--- src/rtl/uart_rx_pkg.sv ---
// Shared types and constants for the UART receive sequencer.
// Latency: none (types, constants and a pure function only).
// Backpressure: none.
package uart_rx_pkg;

    typedef enum logic [2:0] {
        IDLE   = 3'd0,
        START  = 3'd1,
        DATA   = 3'd2,
        PARITY = 3'd3,
        STOP   = 3'd4
    } rx_state_e;

    localparam int unsigned PS_8  = 8;
    localparam int unsigned PS_16 = 16;
    localparam int unsigned PS_32 = 32;

    // Only these oversampling ratios keep edge_cnt inside its 5-bit range
    // and give the sampler a well-defined mid-bit window.
    function automatic logic prescale_legal(input int unsigned ps);
        return (ps == PS_8) || (ps == PS_16) || (ps == PS_32);
    endfunction

endpackage

--- src/rtl/uart_rx_ctrl_if.sv ---
// Sideband bundle between the RX sequencer and the sampler/deserializer/checker datapath.
// Latency: none (wires only).
// Backpressure: none; the serial line cannot be stalled, every strobe is fire-and-forget.
interface uart_rx_ctrl_if #(
    parameter int DATA_WIDTH = 8,
    parameter int PS_W       = 6
);
    localparam int BC_W = $clog2(DATA_WIDTH + 3);

    // line and configuration
    logic              RX_in;
    logic [PS_W-1:0]   prescale;
    logic              PAR_EN;
    // checker results
    logic              strt_glitch;
    logic              par_err;
    logic              stp_err;
    // sequencer outputs
    logic              dat_samp_en;
    logic [4:0]        edge_cnt;
    logic [BC_W-1:0]   bit_cnt;
    logic              deser_en;
    logic              strt_chk_en;
    logic              par_chk_en;
    logic              stp_chk_en;
    logic              data_valid;
    logic              frame_err;
    logic              parity_err;

    modport master (
        input  RX_in, prescale, PAR_EN, strt_glitch, par_err, stp_err,
        output dat_samp_en, edge_cnt, bit_cnt, deser_en,
               strt_chk_en, par_chk_en, stp_chk_en,
               data_valid, frame_err, parity_err
    );

    modport slave (
        output RX_in, prescale, PAR_EN, strt_glitch, par_err, stp_err,
        input  dat_samp_en, edge_cnt, bit_cnt, deser_en,
               strt_chk_en, par_chk_en, stp_chk_en,
               data_valid, frame_err, parity_err
    );

endinterface

--- src/rtl/uart_rx_edge_bit_cnt.sv ---
// Oversample edge counter and frame bit counter with last-edge flag.
// Latency: counters update on the clock edge; last_edge is combinational from the counters.
// Backpressure: none; counts every cycle while enabled, clear has priority.
module uart_rx_edge_bit_cnt #(
    parameter int PS_W = 6,
    parameter int BC_W = 4
) (
    input  logic            CLK,
    input  logic            RST,
    input  logic            en,
    input  logic            clr,
    input  logic [PS_W-1:0] ps_q,
    output logic [4:0]      edge_cnt,
    output logic [BC_W-1:0] bit_cnt,
    output logic            last_edge
);

    logic [PS_W-1:0] ps_m1;

    // Terminal count is computed at full prescale width, then truncated so
    // a 32x ratio compares against 31.
    assign ps_m1     = ps_q - PS_W'(1);
    assign last_edge = en && (edge_cnt == ps_m1[4:0]);

    // Edge index wraps at the end of each bit and advances the bit index.
    always_ff @(posedge CLK or negedge RST) begin
        if (!RST) begin
            edge_cnt <= '0;
            bit_cnt  <= '0;
        end else if (clr) begin
            edge_cnt <= '0;
            bit_cnt  <= '0;
        end else if (en) begin
            if (last_edge) begin
                edge_cnt <= '0;
                bit_cnt  <= bit_cnt + BC_W'(1);
            end else begin
                edge_cnt <= edge_cnt + 5'd1;
            end
        end
    end

endmodule

--- src/rtl/uart_rx_ctrl.sv ---
// UART receive sequencer: start detect, bit timing, sampler/deser/checker enables, frame result.
// Latency: enables are combinational on each bit's last edge; frame result strobes 1 cycle after the stop last edge.
// Backpressure: none; the serial line cannot be stalled and every strobe is a single-cycle pulse.
module uart_rx_ctrl
    import uart_rx_pkg::*;
#(
    parameter int DATA_WIDTH = 8,
    parameter int PS_W       = 6
) (
    input  logic            CLK,
    input  logic            RST,
    uart_rx_ctrl_if.master  bus
);

    localparam int BC_W = $clog2(DATA_WIDTH + 3);

    rx_state_e       state_q;
    rx_state_e       state_d;
    logic [PS_W-1:0] ps_q;
    logic            par_q;
    logic            par_err_q;
    logic            data_valid_q;
    logic            frame_err_q;
    logic            parity_err_q;

    logic            cnt_en;
    logic            cnt_clr;
    logic            frame_start;
    logic            last_edge;
    logic            ps_ok;
    logic            stop_done;
    logic [4:0]      edge_cnt;
    logic [BC_W-1:0] bit_cnt;

    assign ps_ok     = prescale_legal(32'(bus.prescale));
    assign cnt_en    = (state_q != IDLE);
    assign stop_done = (state_q == STOP) && last_edge;

    uart_rx_edge_bit_cnt #(
        .PS_W (PS_W),
        .BC_W (BC_W)
    ) u_cnt (
        .CLK       (CLK),
        .RST       (RST),
        .en        (cnt_en),
        .clr       (cnt_clr),
        .ps_q      (ps_q),
        .edge_cnt  (edge_cnt),
        .bit_cnt   (bit_cnt),
        .last_edge (last_edge)
    );

    // State register.
    always_ff @(posedge CLK or negedge RST) begin
        if (!RST) begin
            state_q <= IDLE;
        end else begin
            state_q <= state_d;
        end
    end

    // Next-state decode; also decides when the counters restart and when a
    // new frame latches its configuration (including back-to-back frames).
    always_comb begin
        state_d     = state_q;
        cnt_clr     = 1'b0;
        frame_start = 1'b0;
        case (state_q)
            IDLE: begin
                cnt_clr = 1'b1;
                if (!bus.RX_in && ps_ok) begin
                    state_d     = START;
                    frame_start = 1'b1;
                end
            end
            START: begin
                if (last_edge) begin
                    if (bus.strt_glitch) begin
                        state_d = IDLE;
                        cnt_clr = 1'b1;
                    end else begin
                        state_d = DATA;
                    end
                end
            end
            DATA: begin
                if (last_edge && (bit_cnt == BC_W'(DATA_WIDTH))) begin
                    state_d = par_q ? PARITY : STOP;
                end
            end
            PARITY: begin
                if (last_edge) begin
                    state_d = STOP;
                end
            end
            STOP: begin
                if (last_edge) begin
                    cnt_clr = 1'b1;
                    if (!bus.RX_in && ps_ok) begin
                        state_d     = START;
                        frame_start = 1'b1;
                    end else begin
                        state_d = IDLE;
                    end
                end
            end
            default: begin
                state_d = IDLE;
                cnt_clr = 1'b1;
            end
        endcase
    end

    // Frame configuration is frozen at frame start; parity verdict held until the stop bit.
    always_ff @(posedge CLK or negedge RST) begin
        if (!RST) begin
            ps_q      <= '0;
            par_q     <= 1'b0;
            par_err_q <= 1'b0;
        end else if (frame_start) begin
            ps_q      <= bus.prescale;
            par_q     <= bus.PAR_EN;
            par_err_q <= 1'b0;
        end else if ((state_q == PARITY) && last_edge) begin
            par_err_q <= bus.par_err;
        end
    end

    // Frame result: registered off the stop last edge, so each strobe lasts one cycle.
    always_ff @(posedge CLK or negedge RST) begin
        if (!RST) begin
            data_valid_q <= 1'b0;
            frame_err_q  <= 1'b0;
            parity_err_q <= 1'b0;
        end else begin
            data_valid_q <= stop_done && !par_err_q && !bus.stp_err;
            frame_err_q  <= stop_done && bus.stp_err;
            parity_err_q <= stop_done && par_err_q;
        end
    end

    assign bus.dat_samp_en = (state_q != IDLE);
    assign bus.edge_cnt    = edge_cnt;
    assign bus.bit_cnt     = bit_cnt;
    assign bus.strt_chk_en = (state_q == START)  && last_edge;
    assign bus.deser_en    = (state_q == DATA)   && last_edge;
    assign bus.par_chk_en  = (state_q == PARITY) && last_edge;
    assign bus.stp_chk_en  = stop_done;
    assign bus.data_valid  = data_valid_q;
    assign bus.frame_err   = frame_err_q;
    assign bus.parity_err  = parity_err_q;

endmodule

--- src/flat_wrapper.sv ---
// flat-port wrapper written by rule: the top's interface ports become plain ports
module uart_rx_ctrl_flat import uart_rx_pkg::*;
#(
    parameter int DATA_WIDTH = 8,
    parameter int PS_W       = 6
)
  (CLK, RST, bus_RX_in, bus_prescale, bus_PAR_EN, bus_strt_glitch, bus_par_err, bus_stp_err, bus_dat_samp_en, bus_edge_cnt, bus_bit_cnt, bus_deser_en, bus_strt_chk_en, bus_par_chk_en, bus_stp_chk_en, bus_data_valid, bus_frame_err, bus_parity_err);
  uart_rx_ctrl_if #(.DATA_WIDTH(DATA_WIDTH), .PS_W(PS_W)) bus_i ();
  input  logic CLK;
  input  logic RST;
  input wire logic [$bits(bus_i.RX_in)-1:0] bus_RX_in;
  input wire logic [$bits(bus_i.prescale)-1:0] bus_prescale;
  input wire logic [$bits(bus_i.PAR_EN)-1:0] bus_PAR_EN;
  input wire logic [$bits(bus_i.strt_glitch)-1:0] bus_strt_glitch;
  input wire logic [$bits(bus_i.par_err)-1:0] bus_par_err;
  input wire logic [$bits(bus_i.stp_err)-1:0] bus_stp_err;
  output wire logic [$bits(bus_i.dat_samp_en)-1:0] bus_dat_samp_en;
  output wire logic [$bits(bus_i.edge_cnt)-1:0] bus_edge_cnt;
  output wire logic [$bits(bus_i.bit_cnt)-1:0] bus_bit_cnt;
  output wire logic [$bits(bus_i.deser_en)-1:0] bus_deser_en;
  output wire logic [$bits(bus_i.strt_chk_en)-1:0] bus_strt_chk_en;
  output wire logic [$bits(bus_i.par_chk_en)-1:0] bus_par_chk_en;
  output wire logic [$bits(bus_i.stp_chk_en)-1:0] bus_stp_chk_en;
  output wire logic [$bits(bus_i.data_valid)-1:0] bus_data_valid;
  output wire logic [$bits(bus_i.frame_err)-1:0] bus_frame_err;
  output wire logic [$bits(bus_i.parity_err)-1:0] bus_parity_err;
  assign bus_i.RX_in = bus_RX_in;
  assign bus_i.prescale = bus_prescale;
  assign bus_i.PAR_EN = bus_PAR_EN;
  assign bus_i.strt_glitch = bus_strt_glitch;
  assign bus_i.par_err = bus_par_err;
  assign bus_i.stp_err = bus_stp_err;
  assign bus_dat_samp_en = bus_i.dat_samp_en;
  assign bus_edge_cnt = bus_i.edge_cnt;
  assign bus_bit_cnt = bus_i.bit_cnt;
  assign bus_deser_en = bus_i.deser_en;
  assign bus_strt_chk_en = bus_i.strt_chk_en;
  assign bus_par_chk_en = bus_i.par_chk_en;
  assign bus_stp_chk_en = bus_i.stp_chk_en;
  assign bus_data_valid = bus_i.data_valid;
  assign bus_frame_err = bus_i.frame_err;
  assign bus_parity_err = bus_i.parity_err;
  uart_rx_ctrl #(.DATA_WIDTH(DATA_WIDTH), .PS_W(PS_W)) u_core (.CLK(CLK), .RST(RST), .bus(bus_i));
endmodule
--- config.mk ---
export PLATFORM = sky130hd
export DESIGN_NAME = uart_rx_ctrl_flat
export DESIGN_NICKNAME = d
export VERILOG_FILES = /design/src/rtl/uart_rx_pkg.sv /design/src/rtl/uart_rx_ctrl_if.sv /design/src/rtl/uart_rx_edge_bit_cnt.sv /design/src/rtl/uart_rx_ctrl.sv /design/src/flat_wrapper.sv
export SDC_FILE = /design/constraint.sdc
export NUM_CORES = 1
export LEC_CHECK = 0
export CORE_ASPECT_RATIO = 1.5
export CORE_UTILIZATION = 54
export CTS_BUF_LIST = sky130_fd_sc_hd__clkbuf_4 sky130_fd_sc_hd__clkbuf_8
export CTS_CLUSTER_DIAMETER = 80
export CTS_CLUSTER_SIZE = 28
export DETAILED_ROUTE_END_ITERATION = 8
export PLACE_DENSITY = 0.87
export SLEW_MARGIN = 40
export SYNTH_ARGS = -nofsm -noshare
export SYNTH_HDL_FRONTEND = slang
export SYNTH_SLANG_ARGS = --single-unit
--- constraint.sdc ---
create_clock -name CLK -period 3.3 [get_ports CLK]
set_input_delay 0.66 -clock CLK [delete_from_list [all_inputs] [get_ports CLK]]
set_output_delay 0.66 -clock CLK [all_outputs]
set_load 0.005 [all_outputs]
== After elaboration in Yosys (flattened, before gate mapping) ==
Index checks and enable logic that the tools add are counted.

* Bits in registers: 22
* Bits in latches: 0
* Memory bits (writable): 0
* Bits in read-only memories: 0
* Bits of input ports: 13
* Output and inout port bits: 17
* Word-level logic and storage cells: 74
* Memories kept: 0

* Add/subtract/negate cells: 3
* Multipliers: 0
* Divide/modulo/power cells: 0
* Order comparisons: 0
* Eq/ne operators: 14
* Shift-type cells: 0
* Mux-type cells: 24
* Bitwise operators: 0
* Reductions and logical operators: 24

{| class="wikitable"
|+ Operators with widths
! kind !! count
|-
| two-way mux 3 bit || 6
|-
| two-way mux 5 bit || 3
|-
| one-hot mux 3 bit (5 select lines) || 1
|-
| two-way mux 4 bit || 3
|-
| logical AND 1 bit || 11
|-
| inequality test 2 x 1 -> 1 bit (second input constant) || 5
|-
| two-way mux 1 bit || 8
|-
| == test 3 x 2 -> 1 bit (second input constant) || 2
|-
| == test 6 x 4 -> 1 bit (second input constant) || 1
|-
| == test 6 x 5 -> 1 bit (second input constant) || 1
|-
| == test 6 bit (second input constant) || 1
|-
| nonzero test 2 bit || 3
|-
| adder 5 x 1 -> 5 bit (second input constant) || 1
|-
| == test 5 bit || 1
|-
| AND reduction 5 bit || 1
|-
| subtractor 5 x 1 -> 5 bit (second input constant) || 1
|-
| adder 4 x 1 -> 4 bit (second input constant) || 1
|-
| == test 4 bit (second input constant) || 1
|-
| == test 3 x 1 -> 1 bit (second input constant) || 1
|-
| == test 3 bit (second input constant) || 1
|-
| logical NOT 1 bit || 3
|-
| logical NOT 3 bit || 1
|-
| one-hot mux 1 bit (3 select lines) || 1
|-
| nonzero test 3 bit || 1
|-
| 5 further kinds || 6
|}

== Depth between registers and ports, before layout ==
Gate-level depths: netlist (run 1).

* Depth in word-level cells: 8
* Gate-level depth with buffers: 8
* Depth with buffers taken out: 7

== Modules after synthesis ==
A second synthesis (run 1) with hierarchy kept.

* Cell total of the unflattened synthesis: 125
* Area total of the unflattened synthesis: 1333.8 um2

{| class="wikitable"
|+ By module, submodules not included
! module !! instances !! cells each !! area an instance (um2) !! seq. area each (um2)
|-
| uart_rx_ctrl || 1 || 66 || 719.4 || 350.3
|-
| uart_rx_edge_bit_cnt || 1 || 59 || 614.3 || 225.2
|}

== Least setup slack after synthesis (run 1) ==
OpenSTA, ideal clock, no wires.

* Path type: register to output
* Start: register u_core.ps_q[0]
* End: output port bus_deser_en
* Arrival: 1.762 ns
* Data required time: 2.640 ns
* Setup slack: 0.878 ns
* Stages on the path, launching flop included: 8
* Buffers on the path: 0
* Cells stage by stage: dfrtp_1 > inv_1 > ha_1 > nand4bb_1 > a211oi_2 > o311ai_2 > or2_0 > nor3b_1

* Longest elaborated chain between the ends: 4

{| class="wikitable"
|+ Ends and longest elaborated chain
! what !! RTL line !! RTL
|-
| start, declared || uart_rx_ctrl.sv:19 || <nowiki>logic [PS_W-1:0] ps_q;</nowiki>
|-
| start signal, assigned || uart_rx_ctrl.sv:121 || <nowiki>ps_q <= bus.prescale;</nowiki>
|-
| subtractor 5 x 1 -> 5 bit || uart_rx_edge_bit_cnt.sv:22 || <nowiki>assign ps_m1 = ps_q - PS_W'(1);</nowiki>
|-
| == test 5 bit || uart_rx_edge_bit_cnt.sv:23 || <nowiki>assign last_edge = en && (edge_cnt == ps_m1[4:0]);</nowiki>
|-
| logical AND 1 bit || uart_rx_edge_bit_cnt.sv:23 ||
|-
| logical AND 1 bit || uart_rx_ctrl.sv:146 || <nowiki>assign bus.deser_en = (state_q == DATA) && last_edge;</nowiki>
|-
| end, declared || flat_wrapper.sv:20 || <nowiki>output wire logic [$bits(bus_i.deser_en)-1:0] bus_deser_en;</nowiki>
|}

No other way between the ends.

== Worst setup path in the final report (run 1) ==
* Start: register u_core.ps_q[0]
* End: output port bus_stp_chk_en

* Longest elaborated chain between the ends: 4

{| class="wikitable"
|+ Ends and longest elaborated chain
! what !! RTL line !! RTL
|-
| subtractor 5 x 1 -> 5 bit || uart_rx_edge_bit_cnt.sv:22 ||
|-
| == test 5 bit || uart_rx_edge_bit_cnt.sv:23 ||
|-
| logical AND 1 bit || uart_rx_edge_bit_cnt.sv:23 ||
|-
| logical AND 1 bit || uart_rx_ctrl.sv:37 || <nowiki>assign stop_done = (state_q == STOP) && last_edge;</nowiki>
|-
| end, declared || flat_wrapper.sv:23 || <nowiki>output wire logic [$bits(bus_i.stp_chk_en)-1:0] bus_stp_chk_en;</nowiki>
|}

No other way between the ends.

==> metrics.md, run 1 <==
| Metric | Value |
|---|---|
| Slew Limit Fails | `0` |
| DR WL/cell | `15.09 um` |
| Reg clk slew, reported paths | `0.12 ns` |
| Syn_area_per_cell | `10.06 um^2` |
| Initial core utilization | `58.35%` |
| Top_reg_cell synth | `dfrtp_1` |
| Number of flops mapped to enable cells by yosys | `0` |
| Warnings, synthesis | `0` |
| Worst setup startpoint | `u_core.ps_q[0]` |
| Layout Nets | `169` |
| Met3 GRT Util | `4.833%` |
| Share of layout cells above drive strength 1 | `11.92%` |
| Worst slew margin | `67.79%` |
| Crit end category | `output port` |
| Cells after Synth | `119` |
| Clk root buf | `clkbuf_4` |
| Most frequent cells in the layout | `clkdlybuf4s50_1, dfrtp_1, nor2_1, inv_1` |
| Worst slew pin tran | `0.4831 ns` |
| GR Layer Usage met1 | `27.07%` |
| Routed vias/inst | `5.798` |
| Most common cell after layout, fill and taps aside | `clkdlybuf4s50_1` |
| Leakage | `0.6821 nW` |
| Clock Path Buffers | `2` |
| Worst setup path end | `bus_stp_chk_en` |
| Final Critical Period | `3.123 ns` |
| Antenna diodes | `0` |
| Unrepaired setup endpoints after global routing | `false` |
| Cell count of the worst reg-to-reg path | `8` |
| First-pass GRT wire length | `4002 um` |
| Crit path kind | `reg -> out` |
| MaxCap Viol Count | `0` |
| Antenna violations before repair | `0` |
| Pre-antenna DRT Iters | `4` |
| Post-DP HPWL | `1908 um` |
| Cell variety after synth | `39` |
| # setup viols final | `0` |
| TritonCTS Sinks | `22` |
| Die X | `40.45 um` |
| Worst path required time | `2.64 ns` |
| Cell Pwr Density | `669.6 mW/mm^2` |
| CTS Buf Count | `3` |
| H-Tree Level Count | `1` |
| Die area | `0.002414 mm^2` |
| Row cnt | `20` |
| Setup TNS | `0 ns` |
| Syn Nets | `136` |
| Largest net degree at the start of global routing | `23` |
| GRT met2 Usage | `40.14%` |
| Post-Route WL | `2611 um` |
| Max Clock Skew | `0.003073 ns` |
| Worst VDD drop | `0.4084 mV` |
| Final ANT Viol Nets | `0` |
| Fmax | `320.2 MHz` |
| Seq/Total Area, Yosys | `45.98%` |
| Reg-to-Reg Start | `u_core.ps_q[0]` |
| Mapped Area | `0.001197 mm^2` |
| Worst reg2reg setup slack | `1.06 ns` |
| RR Endpoint | `u_core.ps_q[3]` |
| Final hold viol count | `0` |
| Worst Setup Start Kind | `flip-flop` |
| Worst-Skew Late Latency | `0.31 ns` |
| CP cell instances | `inv_1 -> ha_2 -> xnor2_1 -> a211oi_2 -> o311ai_2 -> buf_4 -> nor2_1 -> clkdlybuf4s50_1` |
| Die height | `59.67 um` |
| Total GRT Usage | `24.01%` |
| Async set-or-reset flop fraction in the synthesized netlist | `100.0%` |
| Tot Pwr | `1.045 mW` |
| Number of global-route vias before repair | `984` |
| Most Crowded Layer GR | `met2` |
| Starting DRT DRC Count | `23` |
| Crit-path max FO | `17` |
| Hold crit path type | `in -> async` |
| Status | `finished clean` |
| Gpl congestion | `0.8034` |
| Max stage delay on crit path | `0.53 ns` |
| #FFs+latches synth | `22` |
| Core area | `0.002052 mm^2` |
| Crit path max-delay cell type | `clkdlybuf4s50_1` |
| Vias | `1003` |
| PortBufs | `29` |
| IO Count | `30` |
| Filler instances | `146` |
| Area delta synth->final | `30.30%` |
| Final Cycle Share | `94.64%` |
| Worst path arrival time | `2.46 ns` |
| CTS tree | `done` |
| Remaining global-route overflow | `0` |
| DR DRC count | `0` |
cell families after synthesis:
logic type / count (synthesis) / synth area share, %
compound gates: 22 / 14.11
xor+xnor: 11 / 8.046
fa+ha+maj: 4 / 4.180
buf+inv: 13 / 4.389
flops: 22 / 45.98
mux: 3 / 2.821
simple gates: 44 / 20.48
repair_timing:
item,in CTS,in global routing
resized for setup,2,3
pin swaps,0,2
hold buffers,0,0
setup endpoints to repair,1,4
gates cloned,0,0
buffers inserted,0,2
routing by layer:
metal,vias to the layer above,share of wire (%)
met5,-,0
met1,488,41
met2,26,53
met4,0,2.1
met3,4,3.8
li1,485,-
state kept, by name (all words and copies together) (netlist names), 3 cells and up:
register and count:
u_core.ps_q 5, u_core.u_cnt.bit_cnt 4, u_core.u_cnt.edge_cnt 5, u_core.state_q 3
worst max-delay path: cells and delay by family (launching register included):
kind,cells,cell delay [ns]
xor gates and xnor gates,1,0.13
buffers and inverters,3,0.84
adders and majority gates,1,0.27
DFF,1,0.42
AOI/OAI and AO/OA,2,0.32
and+or+nand+nor,1,0.17
worst min path at each step:
stage	start	to	slack, ns	cells past startpoint
global placement	u_core.par_err_q	u_core.bus.data_valid	0.47	1
CTS	RST	u_core.u_cnt.edge_cnt[4]	0.31	1
floorplan	RST	u_core.bus.data_valid	0.36	0
global route	RST	u_core.u_cnt.edge_cnt[4]	0.31	1
detailed placement	u_core.par_err_q	u_core.bus.data_valid	0.47	1
finish	RST	u_core.u_cnt.edge_cnt[4]	0.29	1
metrics by stage:
stage          instances  area, um^2  util [%]  worst slack [ns]  hold WS, ns
2_1_floorplan        119        1197         -            0.8783       0.3644
3_3_place_gp         167        1504     73.29            0.4247       0.4690
3_5_place_dp         167        1499     73.05            0.3319       0.4741
4_1_cts              171        1538     74.94           0.02541       0.3096
5_1_grt              173        1560     76.04           0.02479       0.3097
6_report             173        1560     76.04            0.1768       0.2898
synth_stat cells (3+ instances only):
cell type | n | area, um^2
clkbuf_1 | 3 | 11.26
xor2_1 | 6 | 52.55
or3_1 | 3 | 18.77
o22ai_1 | 3 | 18.77
ha_1 | 4 | 50.05
o211ai_1 | 4 | 30.03
nand3_1 | 6 | 30.03
nor2_1 | 11 | 41.29
inv_1 | 9 | 33.78
mux2_2 | 3 | 33.78
xnor2_1 | 5 | 43.79
dfrtp_1 | 22 | 550.5
nand2_1 | 5 | 18.77
final cells by class:
class                           instances  area (um^2)  area share (%)
Clock buffer                            4        36.28           2.326
Inverter                                9        33.78           2.165
Multi-Input combinational cell         84        599.3           38.41
Sequential cell                        22        550.5           35.28
Tap cell                               22        27.53           1.764
Timing Repair Buffer                   32        312.8           20.05
power breakdown:
part / internal (mW) / total (mW) / switching [mW] / leakage [nW]
clock: 0.0674 / 0.149 / 0.0815 / 0.0210
sequential: 0.328 / 0.406 / 0.0778 / 0.291
combinational: 0.241 / 0.490 / 0.249 / 0.370
No activity file was read; power rests on OpenSTA's default activity.
==> run 2, diff against run 1 <==
--- a/config.mk
+++ b/config.mk
@@ -11,7 +11,7 @@
 export CTS_CLUSTER_DIAMETER = 80
 export CTS_CLUSTER_SIZE = 28
 export DETAILED_ROUTE_END_ITERATION = 8
-export PLACE_DENSITY = 0.87
+export PLACE_DENSITY_LB_ADDON = 0.2
 export SLEW_MARGIN = 40
 export SYNTH_ARGS = -nofsm -noshare
 export SYNTH_HDL_FRONTEND = slang
==> metrics.md, run 2 (synthesis results as in run 1) <==
| Metric | Value |
|---|---|
| Worst path arrival time | `2.48 ns (+0.02 ns)` |
| CTS tree | `done` |
| Final Non-Filler Cells | `172 (-0.58%)` |
| Crit-path max FO | `5 (-12)` |
| Worst reg2reg setup slack | `1.01 ns (-0.05 ns)` |
| Antenna diodes | `0 (unchanged)` |
| Status | `finished clean` |
| Layout Nets | `168 (-0.59%)` |
| PortBufs | `29 (unchanged)` |
| Vias | `1026 (+2.3%)` |
| Hold crit path type | `in -> async` |
| MaxCap Viol Count | `0 (unchanged)` |
| Clk root buf | `clkbuf_4` |
| Row cnt | `20 (unchanged)` |
| First-pass GRT wire length | `4174 um (+4.3%)` |
| Worst slew margin | `67.45% (-0.34 points)` |
| Worst-Skew Late Latency | `0.32 ns (about the same)` |
| Largest net degree at the start of global routing | `23 (unchanged)` |
| Routed vias/inst | `5.965 (+2.9%)` |
| Filler instances | `138 (-5.5%)` |
| Slew Limit Fails | `0 (unchanged)` |
| Crit end category | `output port` |
| CTS Buf Count | `3 (unchanged)` |
| Cell count of the worst reg-to-reg path | `8 (unchanged)` |
| H-Tree Level Count | `1 (unchanged)` |
| Clock Path Buffers | `2 (unchanged)` |
| Most common cell after layout, fill and taps aside | `clkdlybuf4s50_1` |
| Post-Route WL | `2676 um (+2.5%)` |
| Crit path max-delay cell type | `clkdlybuf4s50_1` |
| Total GRT Usage | `24.78% (+0.77 points)` |
| Pre-antenna DRT Iters | `4 (unchanged)` |
| Die X | `40.45 um (unchanged)` |
| # hold bufs at CTS | `0 (unchanged)` |
| Starting DRT DRC Count | `32 (+39%)` |
| Reg-to-Reg Start | `u_core.ps_q[0]` |
| WP buf/inv | `2 (-1)` |
| Post-DP HPWL | `1982 um (+3.9%)` |
| Critical path depth in cells | `8 (unchanged)` |
| Setup TNS | `0 ns (unchanged)` |
| DR WL/cell | `15.56 um (+3.1%)` |
| Worst slew pin tran | `0.4883 ns (+0.005168 ns)` |
| Worst VDD drop | `0.4992 mV (+22%)` |
| Area delta synth->final | `31.66%` |
| Fmax | `318.8 MHz (-0.44%)` |
| Max stage delay on crit path | `0.51 ns (-0.02 ns)` |
| Crit path max-delay family | `buffers and inverters` |
| Die area | `0.002414 mm^2 (unchanged)` |
| Initial core utilization | `58.35% (unchanged)` |
| IO Count | `30 (unchanged)` |
| Core area | `0.002052 mm^2 (unchanged)` |
| Largest regs | `u_core.ps_q: 5 flops, u_core.u_cnt.edge_cnt: 5 flops, u_core.u_cnt.bit_cnt: 4 flops` |
| Worst Setup Start Kind | `flip-flop` |
| Max Clock Skew | `0.01227 ns (+0.009195 ns)` |
| TritonCTS Sinks | `22 (unchanged)` |
| Most frequent cells in the layout | `clkdlybuf4s50_1, dfrtp_1, nor2_1, inv_1` |
| DR DRC count | `0 (unchanged)` |
| Final ANT Viol Nets | `0 (unchanged)` |
| Share of layout cells above drive strength 1 | `12.67% (+0.75 points)` |
| Remaining global-route overflow | `0 (unchanged)` |
| Number of global-route vias before repair | `988 (+0.41%)` |
| Worst path required time | `2.64 ns (about the same)` |
| Antenna violations before repair | `0 (unchanged)` |
| Final hold viol count | `0 (unchanged)` |
| Die height | `59.67 um (unchanged)` |
| Cell Pwr Density | `706.8 mW/mm^2 (+5.5%)` |
| Crit path kind | `reg -> out` |
| Final Critical Period | `3.137 ns (+0.01378 ns)` |
| Inst Count DP | `167 (unchanged)` |
| Reg clk slew, reported paths | `0.14 ns (+0.02 ns)` |
| Final Cycle Share | `95.06% (+0.42 points)` |
| # setup viols final | `0 (unchanged)` |
| Leakage | `0.6850 nW (+0.43%)` |
| RR Endpoint | `u_core.ps_q[3]` |
| Gpl congestion | `0.7584 (-5.6%)` |
| CP cell instances | `inv_1 -> ha_2 -> xnor2_1 -> a211oi_2 -> o311ai_2 -> or2_4 -> nor2_1 -> clkdlybuf4s50_1` |
| Unrepaired setup endpoints after global routing | `false` |
==> run 2: repair_timing <==
action,4_1_cts,5_1_grt
setup endpoints to repair,1,4
gates resized for setup,2,5
buffers inserted,0,1
==> run 2: cell type report <==
cell class / count / area [um^2] / area share [%]
Timing Repair Buffer: 31 / 305.3 / 19.37
Multi-Input combinational cell: 84 / 606.8 / 38.49
Inverter: 9 / 33.78 / 2.143
Clock buffer: 3 / 22.52 / 1.429
Tap cell: 22 / 27.53 / 1.746
Sequential cell: 22 / 550.5 / 34.92
Clock inverter: 1 / 30.03 / 1.905
==> run 2: metal layers <==
layer | vias to the layer above | global-route usage [%] | wire length [um]
met1 | 498 | 30.39 | 1068
met5 | - | 0 | 0
li1 | 486 | - | -
met4 | 0 | 13.33 | 55
met3 | 7 | 2.974 | 145
met2 | 35 | 40.36 | 1407
==> run 2: power breakdown <==
part	internal [mW]	leakage, nW	switching (mW)
registers	0.328	0.291	0.0863
logic	0.234	0.366	0.254
clock network	0.123	0.0279	0.0891
==> run 2: metrics by stage <==
stage	hold slack, ns	worst slack [ns]	total power [mW]	cell area (um^2)	utilization, %
3_3_place_gp	0.4607	0.4624	0.8408	1504	73.29
5_1_grt	0.3060	0.01777	1.185	1577	76.83
2_1_floorplan	0.3644	0.8783	0.7120	1197	-
6_report	0.2730	0.1631	1.114	1577	76.83
3_5_place_dp	0.4856	0.2550	0.8758	1499	73.05
4_1_cts	0.2911	0.02640	1.086	1556	75.85
==> run 2: worst register-to-register path, cell delays in order, from the launching register on <==
cell	delay, ns
dfrtp_1	0.43
inv_1	0.09
ha_2	0.27
xnor2_1	0.14
a211oi_2	0.17
o311ai_2	0.15
buf_4	0.22
a21oi_2	0.33
mux2_2	0.38
==> run 2: worst max-delay path by stage <==
stage	from	end	slack, ns
final	u_core.ps_q[0]	bus_par_chk_en	0.16
after global routing	u_core.ps_q[0]	bus_stp_chk_en	0.02
after CTS	u_core.ps_q[0]	bus_deser_en	0.03
after detailed placement	u_core.ps_q[0]	bus_deser_en	0.25
after global placement	u_core.ps_q[0]	bus_deser_en	0.46
after floorplan	u_core.ps_q[0]	bus_deser_en	0.88
